[src/rtl/rx_latency_collector.sv]
// rx_latency_collector
// Pulls a cycle stamp out of the first beat of each AXI-Stream packet and
// keeps running statistics on it: last, min, max, saturating sum and
// saturating count. The stream passes through a two-entry register slice
// that sustains one beat per clock.
//
// Optional build macro: RX_LATCOL_STAMP_STRIP_EN
//   defined   - the stamp field of every first beat is zeroed on the output
//   undefined - the stream is forwarded bit-exact, stamp included
module rx_latency_collector #(
    parameter int AXIS_DATA_WIDTH = 512,
    parameter int AXIS_KEEP_WIDTH = AXIS_DATA_WIDTH / 8,
    parameter int STAMP_WIDTH     = 48,
    parameter int COUNT_WIDTH     = 32,
    parameter int SUM_WIDTH       = 64
) (
    input  logic                       clk,
    input  logic                       rst,
    input  logic [AXIS_DATA_WIDTH-1:0] s_axis_tdata,
    input  logic [AXIS_KEEP_WIDTH-1:0] s_axis_tkeep,
    input  logic                       s_axis_tvalid,
    input  logic                       s_axis_tlast,
    output logic                       s_axis_tready,
    output logic [AXIS_DATA_WIDTH-1:0] m_axis_tdata,
    output logic [AXIS_KEEP_WIDTH-1:0] m_axis_tkeep,
    output logic                       m_axis_tvalid,
    output logic                       m_axis_tlast,
    input  logic                       m_axis_tready,
    input  logic                       stats_clear,
    output logic                       stat_valid,
    output logic [STAMP_WIDTH-1:0]     stat_last,
    output logic [STAMP_WIDTH-1:0]     stat_min,
    output logic [STAMP_WIDTH-1:0]     stat_max,
    output logic [SUM_WIDTH-1:0]       stat_sum,
    output logic [COUNT_WIDTH-1:0]     stat_count,
    output logic                       stat_overflow
);

    typedef enum logic {
        ST_FIRST,
        ST_BODY
    } state_t;

    state_t                     r_state;

    // Register slice
    logic                       r_s_ready;
    logic                       r_out_valid;
    logic [AXIS_DATA_WIDTH-1:0] r_out_data;
    logic [AXIS_KEEP_WIDTH-1:0] r_out_keep;
    logic                       r_out_last;
    logic                       r_skid_valid;
    logic [AXIS_DATA_WIDTH-1:0] r_skid_data;
    logic [AXIS_KEEP_WIDTH-1:0] r_skid_keep;
    logic                       r_skid_last;

    // Statistics
    logic                       r_stat_valid;
    logic [STAMP_WIDTH-1:0]     r_stat_last;
    logic [STAMP_WIDTH-1:0]     r_stat_min;
    logic [STAMP_WIDTH-1:0]     r_stat_max;
    logic [SUM_WIDTH-1:0]       r_stat_sum;
    logic [COUNT_WIDTH-1:0]     r_stat_count;
    logic                       r_stat_overflow;

    logic                       w_in_fire;
    logic                       w_first_fire;
    logic                       w_out_room;
    logic [AXIS_DATA_WIDTH-1:0] w_in_data;
    logic [STAMP_WIDTH-1:0]     w_stamp;
    logic [STAMP_WIDTH-1:0]     w_base_min;
    logic [STAMP_WIDTH-1:0]     w_base_max;
    logic [SUM_WIDTH-1:0]       w_base_sum;
    logic [COUNT_WIDTH-1:0]     w_base_count;
    logic                       w_base_overflow;
    logic [SUM_WIDTH:0]         w_sum_next;
    logic [COUNT_WIDTH:0]       w_count_next;

    assign w_in_fire    = s_axis_tvalid & r_s_ready;
    assign w_first_fire = w_in_fire & (r_state == ST_FIRST);
    // The output register can take a new beat when empty or draining now.
    assign w_out_room   = m_axis_tready | ~r_out_valid;
    assign w_stamp      = s_axis_tdata[AXIS_DATA_WIDTH-1 -: STAMP_WIDTH];

    // A clear in the same cycle as a sample is applied first, so the sample
    // is folded into freshly cleared statistics.
    assign w_base_min      = stats_clear ? '1 : r_stat_min;
    assign w_base_max      = stats_clear ? '0 : r_stat_max;
    assign w_base_sum      = stats_clear ? '0 : r_stat_sum;
    assign w_base_count    = stats_clear ? '0 : r_stat_count;
    assign w_base_overflow = stats_clear ? 1'b0 : r_stat_overflow;

    // One extra MSB on each adder catches the carry that triggers clamping.
    assign w_sum_next   = {1'b0, w_base_sum}
                        + {{(SUM_WIDTH + 1 - STAMP_WIDTH){1'b0}}, w_stamp};
    assign w_count_next = {1'b0, w_base_count} + {{COUNT_WIDTH{1'b0}}, 1'b1};

    // Beat entering the slice, with the stamp optionally stripped on first beats
    always_comb begin
        // NOTE: default assignment first so no path through this block infers a latch.
        w_in_data = s_axis_tdata;
`ifdef RX_LATCOL_STAMP_STRIP_EN
        if (r_state == ST_FIRST) begin
            w_in_data[AXIS_DATA_WIDTH-1 -: STAMP_WIDTH] = '0;
        end
`endif
    end

    // Packet framing: tracks whether the next accepted beat opens a packet
    always_ff @(posedge clk) begin
        if (rst) begin
            r_state <= ST_FIRST;
        end else if (w_in_fire) begin
            case (r_state)
                ST_FIRST: r_state <= s_axis_tlast ? ST_FIRST : ST_BODY;
                ST_BODY:  r_state <= s_axis_tlast ? ST_FIRST : ST_BODY;
                default:  r_state <= ST_FIRST;
            endcase
        end
    end

    // Slice occupancy and the registered input ready
    always_ff @(posedge clk) begin
        if (rst) begin
            r_out_valid  <= 1'b0;
            r_skid_valid <= 1'b0;
            r_s_ready    <= 1'b0;
        end else if (r_skid_valid) begin
            // Input is stalled while the skid entry is held; drain it first.
            if (w_out_room) begin
                r_out_valid  <= 1'b1;
                r_skid_valid <= 1'b0;
                r_s_ready    <= 1'b1;
            end
        end else begin
            r_s_ready <= 1'b1;
            if (w_out_room) begin
                r_out_valid <= w_in_fire;
            end else if (w_in_fire) begin
                r_skid_valid <= 1'b1;
                r_s_ready    <= 1'b0;
            end
        end
    end

    // Slice payload: moves in lock-step with the occupancy flags above
    // NOTE: payload registers carry no reset; the valid flags alone qualify them.
    always_ff @(posedge clk) begin
        if (r_skid_valid) begin
            if (w_out_room) begin
                r_out_data <= r_skid_data;
                r_out_keep <= r_skid_keep;
                r_out_last <= r_skid_last;
            end
        end else if (w_out_room) begin
            if (w_in_fire) begin
                r_out_data <= w_in_data;
                r_out_keep <= s_axis_tkeep;
                r_out_last <= s_axis_tlast;
            end
        end else if (w_in_fire) begin
            r_skid_data <= w_in_data;
            r_skid_keep <= s_axis_tkeep;
            r_skid_last <= s_axis_tlast;
        end
    end

    // Statistics: sample on first-beat acceptance, clear on request
    always_ff @(posedge clk) begin
        if (rst) begin
            r_stat_valid    <= 1'b0;
            r_stat_last     <= '0;
            r_stat_min      <= '1;
            r_stat_max      <= '0;
            r_stat_sum      <= '0;
            r_stat_count    <= '0;
            r_stat_overflow <= 1'b0;
        end else begin
            r_stat_valid <= w_first_fire;
            if (w_first_fire) begin
                r_stat_last     <= w_stamp;
                r_stat_min      <= (w_stamp < w_base_min) ? w_stamp : w_base_min;
                r_stat_max      <= (w_stamp > w_base_max) ? w_stamp : w_base_max;
                r_stat_sum      <= w_sum_next[SUM_WIDTH] ? '1 : w_sum_next[SUM_WIDTH-1:0];
                r_stat_count    <= w_count_next[COUNT_WIDTH] ? '1 : w_count_next[COUNT_WIDTH-1:0];
                r_stat_overflow <= w_base_overflow | w_sum_next[SUM_WIDTH]
                                 | w_count_next[COUNT_WIDTH];
            end else if (stats_clear) begin
                r_stat_last     <= '0;
                r_stat_min      <= '1;
                r_stat_max      <= '0;
                r_stat_sum      <= '0;
                r_stat_count    <= '0;
                r_stat_overflow <= 1'b0;
            end
        end
    end

    assign s_axis_tready = r_s_ready;
    assign m_axis_tvalid = r_out_valid;
    assign m_axis_tdata  = r_out_data;
    assign m_axis_tkeep  = r_out_keep;
    assign m_axis_tlast  = r_out_last;
    assign stat_valid    = r_stat_valid;
    assign stat_last     = r_stat_last;
    assign stat_min      = r_stat_min;
    assign stat_max      = r_stat_max;
    assign stat_sum      = r_stat_sum;
    assign stat_count    = r_stat_count;
    assign stat_overflow = r_stat_overflow;

endmodule
[config.mk]
export PLATFORM = sky130hd
export DESIGN_NAME = rx_latency_collector
export DESIGN_NICKNAME = d
export VERILOG_FILES = /design/src/rtl/rx_latency_collector.sv
export SDC_FILE = /design/constraint.sdc
export NUM_CORES = 2
export LEC_CHECK = 0
export BUFFER_PORTS_ARGS = -buffer_cell sky130_fd_sc_hd__buf_2
export CAP_MARGIN = 20
export CORE_AREA = 2 2 539 541
export DETAILED_ROUTE_END_ITERATION = 16
export DIE_AREA = 0 0 541 543
export PLACE_DENSITY = 0.41
export SETUP_SLACK_MARGIN = 0.05
export SYNTH_ARGS = -nofsm -noshare
export SYNTH_HDL_FRONTEND = slang
export SYNTH_SLANG_ARGS = --single-unit
[constraint.sdc]
create_clock -name clk -period 46.7 [get_ports clk]
set_clock_uncertainty 0.2 [all_clocks]
set_input_delay 7.005 -clock clk [delete_from_list [all_inputs] [get_ports clk]]
set_output_delay 7.005 -clock clk [all_outputs]
set_load 0.02 [all_outputs]
==> metrics.txt <==
status=finished, final reports clean; gr ovfl total=0; grt met3 use=6.70%; IO Port Bufs=between 1000 and 1500; Sink Count=between 1000 and 1500; P_leak=27.5 nW; row cnt=between 150 and 200; die footprint=around 290000 sq um; Slew @ Worst Pin=about 1.1 ns; r2r worst-path depth=6; minimum clock period=between 10 and 15 ns; placed cell count=~8700; unrepaired setup endpoints after global routing=false; Cell Pwr Density=roughly 40 nW/um^2; gp weighted congestion=0.873; leading register cell type out of synthesis=edfxtp_1; multi-input logic area=16200 sq um; Ports=1403; setup TNS=0 ns; CTS resizes=0; largest cells by area after synthesis=edfxtp_1 (61%), mux2_2 (11%), dfxtp_1 (8.7%); Area Overhead vs Synth=30.3%; Cells after Synth=3693; Yosys warning total=0; CP max FO=66; CP max stage delay=between 0.6 and 0.7 ns; initial antenna violation count=between 150 and 200; Worst setup SP type=input port; setup violators final=0; DRC=0; largest net degree at the start of global routing=153; met2 usage=roughly 28%; DR vias=38000; final hold violation count=0; Starting Density=roughly 20%; worst-path cell chain=buf_4 -> buf_4 -> nor2b_1 -> ha_1 -> a2111oi_0 -> o21ai_0 -> nand3_1 -> nand3_1 -> a21oi_1 -> nor2b_1 -> a31oi_2 -> nand2_1 -> nor4_1 -> nor3_1; crit share post-route=24.2%; Max-cap violations=0; Critical Path Stages=14; first-pass detailed-route iteration total=5; Critical Path Slowest Stage Cell=buf_4; GRT Total Usage=between 10% and 20%; CTS Buffer Depth=4; peak supply drop=around 0.028 mV; Avg Inst Size Synth=about 15 sq um; delay-heaviest family, CP=simple AND/OR/NAND/NOR gates; share of layout cells above drive strength 1=43.9%; Slew headroom=a little over a quarter; count of cell types in the netlist=a little under 70; core area=287000 sq um; layer with the highest usage=met2; post-CTS setup buffers=0; Setup WS pre-CTS=between 30 and 40 ns; Post-synth EDFFs=around 1200; H-tree level count=4; DPL Wire Length=~190000 microns; Seq cells post-synth=1400; initial DRC count=~2500; vias in the first global route=about 38000; clock-pin slew on the worst setup and hold paths=~0.05 ns; CP Capture Type=flop; CTS tree=done; Hold-fix buffers, CTS=0; post-synthesis sequential area ratio=roughly 70%; Crit Path Category=input port to flop; WP data required=47.16 ns; DRT antenna net count=0; FFs w/ async S/R, synth=0%; # fillers=approximately 30000; Worst Setup EP=stat_sum[61]$_SDFF_PP0_; nets=5859; WP buf/inv=2; global-route wire length before repair=~320000 microns; Post-Layout Cell Count=9074; top-area cell type share of the netlist area=roughly 61%; Post-Syn Nets=4420; Worst Setup SP=stats_clear; Skew-Pair Late Insertion Delay=between 0.8 and 0.9 ns; WL per Instance=26.8 microns; CTS root buffer=clkbuf_16; synthesized area=between 50000 and 60000 sq um; GR Util met1=roughly 18%; register area=between 30000 and 40000 sq um; RR Endpoint=m_axis_tdata[194]$_DFFE_PP_; final setup margin=35.39 ns; WP data arrival=11.77 ns; area leader, netlist=edfxtp_1; Die X=~540 microns; Max Clock Freq=just under 90 MHz; total CTS buffers=between 150 and 200; Vias per Instance=approximately 4.2; Reg-to-Reg Start=r_skid_valid$_SDFF_PP0_; final wirelength=~240000 microns; Tightest Hold Check Type=flop to flop; Die Y=around 540 microns; fin. max-slew vios=0; Reg2Reg Setup Slack=approximately 41 ns
kinds of logic (layout without fill, tap and decap cells):
family | after synthesis | in the layout | share of synthesized area, %
other | 0 | 24 | 0
AO/OA/AOI/OAI | 474 | 474 | 5.57
buffers and inverters | 244 | 1820 | 1.68
flip-flops | 1400 | 1400 | 69.9
XOR/XNOR | 74 | 74 | 1.14
adder cells (fa/ha/maj) | 145 | 145 | 3.22
multiplexers | 628 | 628 | 12.5
AND/OR/NAND/NOR | 728 | 728 | 6.04
metrics by stage:
step / util, % / area (sq um) / power (W) / hold WS, ns
2_1_floorplan: - / 56700 / 0.00159 / 0.290
3_3_place_gp: 23.7 / 68100 / 0.00169 / 0.251
3_5_place_dp: 23.7 / 68100 / 0.00169 / 0.252
4_1_cts: 25.6 / 73700 / 0.00307 / 0.270
5_1_grt: 25.7 / 73800 / 0.00313 / 0.284
6_report: 25.7 / 73800 / 0.00301 / 0.269
state kept, by name, indices dropped and copies added (netlist names):
register       cells
stat_max          48
m_axis_tkeep      64
r_skid_data      512
r_state            1
stat_overflow      1
r_skid_last        1
m_axis_tdata     512
stat_min          48
s_axis_tready      1
m_axis_tlast       1
stat_last         48
stat_valid         1
stat_count        32
stat_sum          64
r_skid_keep       64
r_skid_valid       1
m_axis_tvalid      1
cell type report:
class                   count  share of cell area, %
flip-flops and latches   1400                   53.6
clock buffers             232                   6.53
multi-input cells        2049                   21.9
clock inverters            81                   1.05
diodes                     24                 0.0814
well taps                3781                   6.41
repair buffers           1447                   10.1
inverters                  60                  0.307
worst register-to-register path, stage by stage, from the launching register on:
cell	delay (ns)
dfxtp_4	0.84
a21oi_1	0.23
nor2_4	0.56
buf_4	0.78
buf_4	0.73
buf_4	0.95
buf_4	0.74
how the worst min path moves through the flow:
stage,startpoint,to,slack (ns),depth (start not counted)
2_1_floorplan,r_state$_SDFFE_PP0P_,r_state$_SDFFE_PP0P_,0.29,2
3_3_place_gp,stat_last[35]$_SDFFE_PP0P_,stat_last[35]$_SDFFE_PP0P_,0.25,1
3_5_place_dp,stat_last[4]$_SDFFE_PP0P_,stat_last[4]$_SDFFE_PP0P_,0.25,1
4_1_cts,stat_last[8]$_SDFFE_PP0P_,stat_last[8]$_SDFFE_PP0P_,0.27,1
5_1_grt,stat_last[9]$_SDFFE_PP0P_,stat_last[9]$_SDFFE_PP0P_,0.28,1
6_report,stat_last[26]$_SDFFE_PP0P_,stat_last[26]$_SDFFE_PP0P_,0.27,1
cell usage in the layout (no fill, tap or decap), types with 14 or more instances in the layout:
cell type	instances
nand3_1	29
mux2_2	557
nor2b_1	78
clkbuf_1	39
clkinv_2	31
clkbuf_8	14
a21oi_1	116
nand4_1	45
buf_2	1401
nor2_2	19
dfxtp_1	245
clkinv_1	20
nor3_1	68
edfxtp_1	1154
clkbuf_16	179
xnor2_1	44
mux2_4	19
nor2_1	234
buf_4	40
ha_1	144
xor2_1	30
mux2i_1	52
o21ai_0	98
diode_2	24
a21o_1	64
a211oi_1	16
inv_1	59
o22ai_1	17
nand2_1	185
a22o_1	48
a311oi_1	36
synthesized netlist by cell type, types with 52 or more instances:
cell      number
edfxtp_1    1154
ha_1         144
dfxtp_1      246
nor2b_1       78
nand2_1      185
nor3_1        69
inv_1         60
clkbuf_1     167
a21oi_1      116
o21ai_0       98
a21o_1        64
mux2i_1       52
mux2_2       557
nor2_1       237
per-layer routing:
metal | vias to the layer above | wire, microns
met5 | - | 164
met4 | 24 | 6980
met3 | 563 | 24700
met2 | 1612 | 118000
met1 | 18800 | 93300
li1 | 17000 | -
where the power goes:
part	switching, W	internal [W]
clock network	0.000571	0.000783
registers	0.0000157	0.00139
logic	0.000166	0.0000839
total	0.000752	0.00226
No activity file was read; power rests on OpenSTA's default activity.
